File: src/rtl/cpu_state_sequencer.sv
// Multicycle CPU state register: FETCH -> EXEC1 -> EXEC2 with bus/mult-div holds, HALT and watchdog.
// Optional perf counters (cycle_count_o, instr_count_o) are built when SVM_PERF_COUNTERS_EN is defined.

package codes;
    typedef enum logic [1:0] {
        FETCH = 2'd0,
        EXEC1 = 2'd1,
        EXEC2 = 2'd2,
        HALT  = 2'd3
    } state_t;
endpackage

module cpu_state_sequencer #(
    parameter int unsigned STALL_LIMIT = 255,
    parameter int unsigned STALL_W     = 8
) (
    input  logic          clk,
    input  logic          reset,
    input  logic          mem_waitrequest_i,
    input  logic          muldiv_busy_i,
    input  logic          halt_pc_i,
    output codes::state_t state_o,
    output logic          active_o,
    output logic          commit_o,
    output logic          stalled_o,
    output logic          timeout_o
`ifdef SVM_PERF_COUNTERS_EN
    ,
    output logic [31:0]   cycle_count_o,
    output logic [31:0]   instr_count_o
`endif
);
    import codes::*;

    localparam logic [STALL_W-1:0] LIMIT = STALL_W'(STALL_LIMIT);
    localparam logic [STALL_W-1:0] SAT   = {STALL_W{1'b1}};

    state_t               r_state;
    logic                 r_active;
    logic                 r_timeout;
    logic [STALL_W-1:0]   r_stall_cnt;

    state_t               w_next_norm;
    state_t               w_next;
    logic                 w_hold;
    logic                 w_fire;
    logic                 w_stalled;
    logic                 w_commit;
    logic [STALL_W-1:0]   w_stall_cnt_next;

    always_comb begin
        w_next_norm = r_state;
        case (r_state)
            FETCH:   if (!mem_waitrequest_i) w_next_norm = EXEC1;
            EXEC1:   if (!mem_waitrequest_i) w_next_norm = EXEC2;
            EXEC2: begin
                if (!(mem_waitrequest_i || muldiv_busy_i)) begin
                    w_next_norm = halt_pc_i ? HALT : FETCH;
                end
            end
            default: w_next_norm = HALT;
        endcase
    end

    // A stall that clears on the limit cycle takes the normal transition, not the timeout.
    assign w_hold    = (r_state != HALT) && (w_next_norm == r_state);
    assign w_fire    = w_hold && (r_stall_cnt == LIMIT);
    assign w_next    = w_fire ? HALT : w_next_norm;
    assign w_stalled = !reset && (r_state != HALT) && (w_next == r_state);
    assign w_commit  = (r_state == EXEC2) && !mem_waitrequest_i && !muldiv_busy_i && !reset;

    always_comb begin
        w_stall_cnt_next = '0;
        if (w_stalled) begin
            w_stall_cnt_next = (r_stall_cnt == SAT) ? r_stall_cnt : r_stall_cnt + 1'b1;
        end
    end

    always_ff @(posedge clk) begin
        if (reset) begin
            r_state     <= FETCH;
            r_active    <= 1'b1;
            r_timeout   <= 1'b0;
            r_stall_cnt <= '0;
        end else begin
            r_state     <= w_next;
            r_active    <= (w_next != HALT);
            r_stall_cnt <= w_stall_cnt_next;
            if (w_fire) begin
                r_timeout <= 1'b1;
            end
        end
    end

    assign state_o   = r_state;
    assign active_o  = r_active;
    assign commit_o  = w_commit;
    assign stalled_o = w_stalled;
    assign timeout_o = r_timeout;

`ifdef SVM_PERF_COUNTERS_EN
    logic [31:0] r_cycle_cnt;
    logic [31:0] r_instr_cnt;

    always_ff @(posedge clk) begin
        if (reset) begin
            r_cycle_cnt <= '0;
            r_instr_cnt <= '0;
        end else begin
            if (r_active) begin
                r_cycle_cnt <= r_cycle_cnt + 32'd1;
            end
            if (w_commit) begin
                r_instr_cnt <= r_instr_cnt + 32'd1;
            end
        end
    end

    assign cycle_count_o = r_cycle_cnt;
    assign instr_count_o = r_instr_cnt;
`endif

endmodule
File: config.mk
export PLATFORM = sky130hd
export DESIGN_NAME = cpu_state_sequencer
export DESIGN_NICKNAME = d
export VERILOG_FILES = /design/src/rtl/cpu_state_sequencer.sv
export SDC_FILE = /design/constraint.sdc
export NUM_CORES = 1
export LEC_CHECK = 0
export ABC_AREA = 1
export CORE_MARGIN = 2
export CORE_UTILIZATION = 35
export DETAILED_ROUTE_END_ITERATION = 8
export GPL_ROUTABILITY_DRIVEN = 1
export PLACE_DENSITY_LB_ADDON = 0.2
export SYNTH_ARGS = -nofsm -noshare
export SYNTH_HDL_FRONTEND = slang
export SYNTH_SLANG_ARGS = --single-unit
File: constraint.sdc
create_clock -name clk -period 1.8 [get_ports clk]
set_clock_uncertainty 0.05 [all_clocks]
set_input_delay 0.45 -clock clk [delete_from_list [all_inputs] [get_ports clk]]
set_output_delay 0.45 -clock clk [all_outputs]
set_load 0.02 [all_outputs]
==> results of run 1 <==
==> metrics by stage <==
step                hold slack, ns  instances  total power [µW]  worst slack [ns]  setup TNS, ns
detailed placement           0.398        158               471             -1.15          -5.47
global route                 0.433        171               754            -0.306         -0.320
global placement             0.394        158               470             -1.14          -5.14
CTS                          0.409        166               693            -0.239         -0.278
finish                       0.404        171               711            -0.210         -0.210
floorplan                    0.457         98               389           0.00562              0
==> per-layer routing <==
| metal | up-vias | share of wire, % | wire length [µm] | global-route usage, % |
|---|---|---|---|---|
| li1 | 395 | - | - | - |
| met1 | 333 | 48 | 829 | 20.9 |
| met5 | - | 0 | 0 | 0 |
| met4 | 0 | 0 | 0 | 2.86 |
| met3 | 0 | 3.2 | 55 | 5.52 |
| met2 | 10 | 49 | 839 | 24.0 |
==> power breakdown <==
group	internal [µW]	switching, µW	total (µW)
clock network	123	89.9	213
registers	278	14.8	293
logic	101	104	205
total	502	209	711
==> worst paths after layout <==
kind                  start   endpoint  slack [ns]  cells past startpoint
min reg2reg       timeout_o  timeout_o        0.40                      2
max          r_stall_cnt[1]  stalled_o       -0.21                     11
min               timeout_o  timeout_o        0.40                      2
max reg2reg  r_stall_cnt[1]   active_o        0.18                     11
==> synthesized netlist by cell type <==
cell type / instances
inv_1: 18
nand2_1: 17
dfxtp_1: 12
nor2_2: 9
nor2_1: 7
a21oi_1: 5
nand2_2: 4
nor3_1: 4
nand3_1: 3
o21ai_0: 3
xnor2_1: 3
nand3_2: 2
a21oi_4: 1
and3_1: 1
ha_1: 1
inv_2: 1
mux2_2: 1
nand3_4: 1
nand4_1: 1
nor2_4: 1
nor4_1: 1
or2_1: 1
xor2_1: 1
==> flip-flops by register name (all words and copies together), names as in the netlist <==
signal and count:
r_stall_cnt 8, timeout_o 1, state_o 2, active_o 1
==> worst register-to-register path: stages, from the launching register on <==
cell,delay (ns)
dfxtp_2,0.36
ha_4,0.15
nand3_4,0.10
inv_2,0.06
nand3_2,0.05
nor2_2,0.09
nand2_2,0.07
buf_4,0.13
buf_4,0.12
buf_4,0.12
a21oi_1,0.14
nand2_1,0.06
==> repair_timing <==
| action | 4_1_cts | 5_1_grt |
|---|---|---|
| pin swaps | 10 | 8 |
| resized for setup | 29 | 16 |
| endpoints found under the setup margin | 12 | 2 |
| buffers inserted | 4 | 5 |
==> layout make-up <==
type                    instances  area [µm²]
repair buffers                 42         332
well taps                      27        33.8
clock buffers                   4        36.3
inverters                      19        73.8
multi-input cells              67         487
flip-flops and latches         12         250
fillers                       175         729
==> kinds of logic after synthesis <==
kind of cell | share of synthesized area, %
muxes | 1.59
AOI/OAI and AO/OA | 7.96
buffers and inverters | 10.1
xor gates and xnor gates | 4.96
and+or+nand+nor | 39.6
adders and majority gates | 1.77
DFF | 34.0
==> layout by cell type, fill, tap and decap left out <==
master           Yosys  routed
nand2_1             17      14
dfxtp_4              0       2
a21oi_4              1       1
clkbuf_4             0       3
buf_6                0       3
xor2_1               1       1
or2_4                0       1
dfxtp_2              0       2
dfxtp_1             12       8
and3_1               1       1
nor2_4               1       3
nand2_4              0       1
nor3_2               0       1
ha_4                 0       1
a21oi_1              5       4
o21ai_0              3       3
a21oi_2              0       1
clkdlybuf4s50_1      0       2
inv_4                0       1
buf_2                0       1
nor2_1               7       4
nor2_2               9      10
clkbuf_8             0       1
buf_4                0      31
nand2_2              4       6
clkbuf_2             0       1
nand3_2              2       4
nand3_4              1       2
inv_1               18      13
dlygate4sd2_1        0       4
mux2_2               1       1
nor4_4               0       1
nor3_1               4       3
nand4_1              1       1
xnor2_1              3       3
inv_2                1       5
==> results_dict.tcl, run 1 <==
set metrics [dict create \
    worstPathArrival_ns 1.51 \
    worstMarginPinSlew_ns 0.372 \
    vias_per_cell 4.32 \
    root_buffer "clkbuf_4" \
    core_mm2 0.00194 \
    cpLargestDelayFamily "simple AND/OR/NAND/NOR gates" \
    die_x_um 48.9 \
    start_util_pct 36.4 \
    crit_fanout 3 \
    fin_crit_sh_pct 112 \
    track_usage_pct 15.5 \
    vias 738 \
    clkTransAtPathRegs_ns 0.08 \
    setup_viol 1 \
    worst-path-buf-inv 3 \
    drt_iter0_markers 17 \
    cts.sinks 12 \
    violations "setup timing" \
    std_cell_rows 16 \
    drtAntennaViolNets 0 \
    cp_common_cell "nand2_2" \
    grt_pass1_wl_um 2900 \
    crit_chain "ha_4 -> nand3_4 -> inv_2 -> nand3_2 -> nor2_2 -> nand2_2 -> nand2_2 -> nand2_2 -> nand3_4 -> inv_4 -> buf_6" \
    clockBufferDepth 2 \
    post-route-drc-count 0 \
    area_growth_pct 71.5 \
    wire_per_inst_um 10.1 \
    hold_viol 0 \
    grt_overflow 0 \
    cp-end-kind "output pin" \
    rsz0062_at_grt "yes" \
    crit_path_start_kind "flip-flop" \
    antenna_cells 0 \
    antenna_found_initial 0 \
    h-tree-depth 1 \
    place_area_mm2 0.00105 \
    irDropWorstVdd_uv 488 \
    yosysTopAreaCell "dfxtp_1" \
    syn-instance-count 98 \
    portBuffers 10 \
    avgSynthCellArea_um2 7.21 \
    drv_slew 0 \
    ys_seq_area_share_pct 34.0 \
    hp-class "reg -> reg" \
    die_y_um 48.9 \
    layout-drive-gt1-share_pct 57.6 \
    clock.fmax_ghz 0.498 \
    cts_hold_repair.buffers 0 \
    grt_max_degree 9 \
    gp_congestion 0.893 \
    netlist-cell-type-count 23 \
    power_density_mw_per_mm2 586 \
    final_net_count 151 \
    clkLatencyLatePin_ns 0.27 \
    ys_seq_elements 12 \
    hpwl_um 1260 \
    syn-num-nets 104 \
    cap_violations 0 \
    crit_slowest_cell "dfxtp_2" \
    cp.required_ns 1.30 \
    critical_path_class "reg -> out" \
    ios 11 \
    status "finished with violations" \
    grt_pass1_vias 679 \
    synth.cell_area_um2 707 \
    p_leak_uw 0.000548 \
    die_area_mm2 0.00240 \
    slew_headroom_pct 75.0 \
    postLayoutCoreUtil_pct 62.4 \
    synth.area.top_cells "dfxtp_1, inv_1, nand2_1" \
    cpPeakStageDelay_ns 0.36 \
    routed_wirelength_um 1720 \
    synth_top_area_share_pct 34.0 \
    finalInstanceArea_mm2 0.00121 \
    yosysWarnings 0 \
    drt_pass1_iterations 4 \
    setup_ws_ns -0.210 \
    numCtsBuffers 3 \
    cts_tree "done" \
    fin_crit_ns 2.01 \
]
Power figures use the tool's default switching activity.
==> inputs of run 2 (changes only) <==
--- a/config.mk
+++ b/config.mk
@@ -6,6 +6,7 @@
 export NUM_CORES = 1
 export LEC_CHECK = 0
 export ABC_AREA = 1
+export ABC_CLOCK_PERIOD_IN_PS = 1800
 export CORE_MARGIN = 2
 export CORE_UTILIZATION = 35
 export DETAILED_ROUTE_END_ITERATION = 8
==> results of run 2 <==
Final layout, timing and power as in run 1 (identical DEF).
